`config.mk`:
```
export PLATFORM = sky130hd
export DESIGN_NAME = enemy_life_ctrl
export DESIGN_NICKNAME = d
export VERILOG_FILES = /design/src/rtl/enemy_life_ctrl.sv
export SDC_FILE = /design/constraint.sdc
export NUM_CORES = 1
export LEC_CHECK = 0
export BUFFER_PORTS_ARGS = -buffer_cell sky130_fd_sc_hd__buf_2
export CAP_MARGIN = 10
export CORE_ASPECT_RATIO = 0.8
export CORE_MARGIN = 10
export CORE_UTILIZATION = 45
export CTS_CLUSTER_DIAMETER = 120
export CTS_CLUSTER_SIZE = 40
export DETAILED_ROUTE_END_ITERATION = 16
export HOLD_SLACK_MARGIN = 0.05
export SETUP_SLACK_MARGIN = 0.05
export SYNTH_ARGS = -nofsm -noshare
export SYNTH_HDL_FRONTEND = slang
export SYNTH_SLANG_ARGS = --single-unit
```
`constraint.sdc`:
```
create_clock -name Clk -period 4 [get_ports Clk]
set_input_delay 0.2 -clock Clk [delete_from_list [all_inputs] [get_ports Clk]]
set_output_delay 0.2 -clock Clk [all_outputs]
set_load 0.03 [all_outputs]
```
`src/rtl/enemy_life_ctrl.sv`:
```
// enemy_life_ctrl: per-enemy health, stagger, death/respawn and contact-attack controller.
//
// Ports:
//   Clk                        system clock (only clock)
//   Reset                      synchronous, active-high
//   game_frame_clk_rising_edge one-cycle frame strobe
//   Bullet_Hit                 one-cycle hit pulse
//   Bullet_Damage[2:0]         damage of the hit (0 counts as 1)
//   Enemy_Attack_Ready         enemy is touching the player
//   Game_Over                  freezes all state while high
//   is_alive                   enemy is alive (ALIVE or STAGGER)
//   Enemy_Is_Attacked          knock-back request latch
//   Health[3:0]                current health
//   Player_Damage_Pulse        one-cycle pulse, player loses 1 health
//   Kill_Pulse                 one-cycle pulse on entry to DEAD
module enemy_life_ctrl #(
    parameter int unsigned MAX_HEALTH     = 5,
    parameter int unsigned HIT_FRAMES     = 6,
    parameter int unsigned RESPAWN_FRAMES = 120,
    parameter int unsigned ATTACK_PERIOD  = 30
) (
    input  logic       Clk,
    input  logic       Reset,
    input  logic       game_frame_clk_rising_edge,
    input  logic       Bullet_Hit,
    input  logic [2:0] Bullet_Damage,
    input  logic       Enemy_Attack_Ready,
    input  logic       Game_Over,
    output logic       is_alive,
    output logic       Enemy_Is_Attacked,
    output logic [3:0] Health,
    output logic       Player_Damage_Pulse,
    output logic       Kill_Pulse
);

    localparam logic [1:0] StAlive   = 2'd0;
    localparam logic [1:0] StStagger = 2'd1;
    localparam logic [1:0] StDead    = 2'd2;

    localparam logic [3:0] HealthInit  = 4'(MAX_HEALTH);
    localparam logic [7:0] HitLast     = 8'(HIT_FRAMES);
    localparam logic [7:0] RespawnLast = 8'(RESPAWN_FRAMES);
    localparam logic [7:0] CdReload    = 8'(ATTACK_PERIOD - 1);

    logic [1:0] state_q, state_d;
    logic [3:0] health_q, health_d;
    logic [7:0] cd_q, cd_d;
    logic [7:0] frame_cnt_q, frame_cnt_d;
    logic       attacked_q, attacked_d;
    logic       dmg_pulse_q, dmg_pulse_d;
    logic       kill_pulse_q, kill_pulse_d;

    logic [3:0] eff_dmg;
    logic [3:0] health_hit;
    logic [7:0] frame_inc;
    logic       strobe;

    assign strobe     = game_frame_clk_rising_edge;
    assign eff_dmg    = (Bullet_Damage == 3'd0) ? 4'd1 : {1'b0, Bullet_Damage};
    assign health_hit = (health_q > eff_dmg) ? (health_q - eff_dmg) : 4'd0;
    assign frame_inc  = frame_cnt_q + 8'd1;

    always_comb begin
        state_d      = state_q;
        health_d     = health_q;
        cd_d         = cd_q;
        frame_cnt_d  = frame_cnt_q;
        attacked_d   = attacked_q;
        dmg_pulse_d  = 1'b0;
        kill_pulse_d = 1'b0;

        if (!Game_Over) begin
            // Latch drops once the enemy block has seen it on one frame strobe.
            if (strobe && attacked_q) begin
                attacked_d = 1'b0;
            end

            case (state_q)
                StAlive: begin
                    if (Bullet_Hit) begin
                        // The hit wins over a coincident strobe: no count, no attack.
                        health_d    = health_hit;
                        cd_d        = CdReload;
                        frame_cnt_d = 8'd0;
                        if (health_hit == 4'd0) begin
                            state_d      = StDead;
                            attacked_d   = 1'b0;
                            kill_pulse_d = 1'b1;
                        end else begin
                            state_d    = StStagger;
                            attacked_d = 1'b1;
                        end
                    end else if (strobe) begin
                        frame_cnt_d = frame_inc;
                        if (Enemy_Attack_Ready) begin
                            if (cd_q == 8'd0) begin
                                dmg_pulse_d = 1'b1;
                                cd_d        = CdReload;
                            end else begin
                                cd_d = cd_q - 8'd1;
                            end
                        end
                    end
                end

                StStagger: begin
                    if (Bullet_Hit && (health_hit == 4'd0)) begin
                        state_d      = StDead;
                        health_d     = 4'd0;
                        cd_d         = CdReload;
                        frame_cnt_d  = 8'd0;
                        attacked_d   = 1'b0;
                        kill_pulse_d = 1'b1;
                    end else begin
                        // Non-lethal hits neither restart the stagger nor re-arm the latch.
                        if (Bullet_Hit) begin
                            health_d = health_hit;
                        end
                        if (strobe) begin
                            if (frame_inc == HitLast) begin
                                state_d     = StAlive;
                                frame_cnt_d = 8'd0;
                            end else begin
                                frame_cnt_d = frame_inc;
                            end
                        end
                    end
                end

                StDead: begin
                    if (strobe) begin
                        if (frame_inc == RespawnLast) begin
                            state_d     = StAlive;
                            health_d    = HealthInit;
                            frame_cnt_d = 8'd0;
                        end else begin
                            frame_cnt_d = frame_inc;
                        end
                    end
                end

                default: begin
                    state_d     = StAlive;
                    frame_cnt_d = 8'd0;
                end
            endcase
        end
    end

    always_ff @(posedge Clk) begin
        if (Reset) begin
            state_q      <= StAlive;
            health_q     <= HealthInit;
            cd_q         <= 8'd0;
            frame_cnt_q  <= 8'd0;
            attacked_q   <= 1'b0;
            dmg_pulse_q  <= 1'b0;
            kill_pulse_q <= 1'b0;
        end else begin
            state_q      <= state_d;
            health_q     <= health_d;
            cd_q         <= cd_d;
            frame_cnt_q  <= frame_cnt_d;
            attacked_q   <= attacked_d;
            dmg_pulse_q  <= dmg_pulse_d;
            kill_pulse_q <= kill_pulse_d;
        end
    end

    assign is_alive            = (state_q != StDead);
    assign Enemy_Is_Attacked   = attacked_q;
    assign Health              = health_q;
    assign Player_Damage_Pulse = dmg_pulse_q;
    assign Kill_Pulse          = kill_pulse_q;

endmodule

```
==> results.tsv <==
metric	value	unit
Storage cell area	500	um^2
fin crit period	2.86	ns
total core area	3900	um^2
initial antenna violation count	0	
XOR/XNOR Fraction of Synth Area	1.41	%
Worst Setup Start Kind	flip-flop	
Net Sw Frac	44.1	%
most frequent cells in the layout	dfxtp_1 (25), a21oi_1 (25), nor2_1 (20)	
Die ar.	7130	um^2
Ports	17	
Internal	506	uW
Syn Std Cell Area	1860	um^2
Hold Path Class	primary input to flip-flop	
Starting Density	47.8	%
clock buffer depth	2	
nets	272	
Global Route Usage Sum	12.7	%
DPL Wire Length	3410	um
Yosys warning count	0	
Die Width	92.0	um
Synth Flop Type	dfxtp_1	
fin util	51.6	%
status	completed	
ANT cells	0	
maxcap violations	0	
Worst-Margin Slew	0.592	ns
sequential share of the synthesized area	26.8	%
antenna-violating nets left	0	
clock sink count	25	
library cells used by synthesis	60	
Num CTS Buffers	3	
# rows	20	
clock network fraction of design power	17.6	%
RD Place Congestion	0.858	
htree depth	1	
final WL	4570	um
Post-Layout Cell Count	304	
VDD IR-drop max	0.216	mV
post-CTS setup buffers	0	
vias in the first global route	1587	
multiplexer share of the synthesized area	1.14	%
fin. max-slew vios	0	
Inst Count DP	300	
1st-pass router iterations	4	
Gate Count Post-Synth	239	
Die Y	77.6	um
1st-iter DRT viols	184	
TritonCTS clock tree	yes	
Hold Buf Count CTS	0	
Via density	5.88	
Area Overhead vs Synth	8.12	%
total negative slack	0	ns
Compound-Gate Fraction of Synth Area	26.6	%
GRT overflow	0	
largest family of logic cells by synthesized area	simple AND/OR/NAND/NOR gates	
slew margin rel.	60.5	%
LEAKAGE	0.000773	uW
net switching power figure	399	uW
slowest stage delay, CP	0.54	ns
setup violators final	0	
PwrDens	449	nW/um^2
Cell Area, Placed	1970	um^2
crit path cell chain	inv_1, ha_1, inv_1, fa_1, a21o_1, a21oi_2, o221ai_1, a21oi_1, a21oi_1, a311oi_1	
Async SR Flop Fraction	0	%
post-CTS sizing	0	
DR vias	1786	
Post-Layout Inst Area	2020	um^2
RSZ-0062 raised after global routing	false	
maximum number of pins on one net before global-route repair	31	
CP Data Required Time	4.19	ns
global-route wire length before repair	7750	um
port bufs	16	
reg2reg setup slack	1.14	ns
Simple-Gate Fraction of Synth Area	29.6	%
Residual DRC	0	
layout filler cell count	384	
final hold violations	0	
Logic pwr share	47.2	%
CP Max Fanout	7	
clock latency on the worst-skew pair	0.27	ns
fmax	349	MHz
Clock transition at path regs	0.10	ns
Mean Syn Cell Area	7.80	um^2
Seq pwr share	35.2	%
area of the multi-input gates	1260	um^2
crit end category	flip-flop	
slowest CP cell	a21oi_1	
Post-Synth Adder-Cell Area	9.13	%
Final Total Pwr	904	uW
CP Data Arrival Time	3.05	ns
post-synth net total	261	
number of flops mapped to enable cells by yosys	0	
clk_skew	0.00596	ns
Final period util	71.5	%
layout cells sized above 1	10.8	%
wire per inst	15.0	um
CTS root buf	clkbuf_8	
number of synthesized register bits	25	
Crit Path Category	flip-flop to flip-flop	
## layout make-up
| cell class | instances | area share [%] |
|---|---|---|
| Sequential cell | 25 | 24.8 |
| Inverter | 14 | 2.61 |
| Timing Repair Buffer | 16 | 3.97 |
| Tap cell | 55 | 3.41 |
| Clock buffer | 3 | 2.05 |
| Clock inverter | 1 | 0.372 |
| Multi-Input combinational cell | 190 | 62.8 |
## cell usage after synthesis (3+ instances only)
| cell type | number | area share, % |
|---|---|---|
| a221o_1 | 3 | 1.6 |
| nand2b_1 | 5 | 1.7 |
| a211oi_1 | 3 | 1.2 |
| o21ai_0 | 3 | 0.81 |
| o31ai_1 | 4 | 1.6 |
| nor2_1 | 20 | 4.0 |
| nand4_1 | 3 | 1.0 |
| inv_1 | 14 | 2.8 |
| nor2b_1 | 5 | 1.7 |
| nand3_1 | 10 | 2.7 |
| and3_1 | 3 | 1.0 |
| a21oi_1 | 25 | 6.7 |
| ha_1 | 12 | 8.1 |
| nand4b_1 | 3 | 1.4 |
| dfxtp_1 | 25 | 27 |
| nand3b_1 | 4 | 1.6 |
| clkbuf_1 | 8 | 1.6 |
| or3_1 | 3 | 1.0 |
| nor4_1 | 3 | 1.0 |
| nor3_1 | 14 | 3.8 |
| nand2_1 | 19 | 3.8 |
## power by group through the flow
| stage | clock [uW] | sequential, uW | combinational [uW] |
|---|---|---|---|
| finish | 159 | 318 | 427 |
| global route | 177 | 323 | 478 |
| CTS | 167 | 317 | 422 |
| detailed placement | 0 | 322 | 419 |
| global placement | 0 | 322 | 425 |
| floorplan | 0 | 333 | 314 |
## sequential cells by signal (all words and copies together) (netlist names)
register and flops:
frame_cnt_q 8, Enemy_Is_Attacked 1, cd_q 8, Player_Damage_Pulse 1
Kill_Pulse 1, Health 4, state_q 2
## kinds of logic (layout without fill, tap and decap cells)
logic type | count (synthesis) | after routing
mux | 2 | 2
simple gates | 103 | 103
xor+xnor | 3 | 3
buf+inv | 24 | 34
flops | 25 | 25
compound gates | 69 | 69
fa+ha+maj | 13 | 13
## worst paths after layout
path	depth (start not counted)	start	end
worst max-delay path	10	Health[0]$_SDFFE_PP1P_	cd_q[2]$_SDFFE_PP0P_
worst max register to register	10	Health[0]$_SDFFE_PP1P_	cd_q[2]$_SDFFE_PP0P_
worst min register to register	2	Enemy_Is_Attacked$_SDFFE_PP0N_	Enemy_Is_Attacked$_SDFFE_PP0N_
worst min-delay path	2	Game_Over	Kill_Pulse$_SDFF_PP0_
## layer usage
metal  routed length (um)  track usage [%]  part of all wire, %  up-vias
li1                     -                -                    -      915
met1                 2370             19.3                   52      815
met2                 1880             17.7                   41       54
met3                  294             2.79                  6.4        2
met4                   26             2.31                 0.57        0
met5                    0                0                    0        -
## critical path: cells and delay by family (launching register included)
kind,cells,cell delay [ns]
compound gates,6,1.73
fa+ha+maj,2,0.56
flops,1,0.34
buf+inv,2,0.14
## per-stage QoR
stage          hold WS, ns  setup WS [ns]
4_1_cts              0.219           1.18
3_5_place_dp         0.459           1.12
3_3_place_gp         0.457           1.16
5_1_grt              0.253          0.947
6_report             0.229           1.14
2_1_floorplan        0.444           1.25
Note: power is estimated with default switching activity, not from simulation.
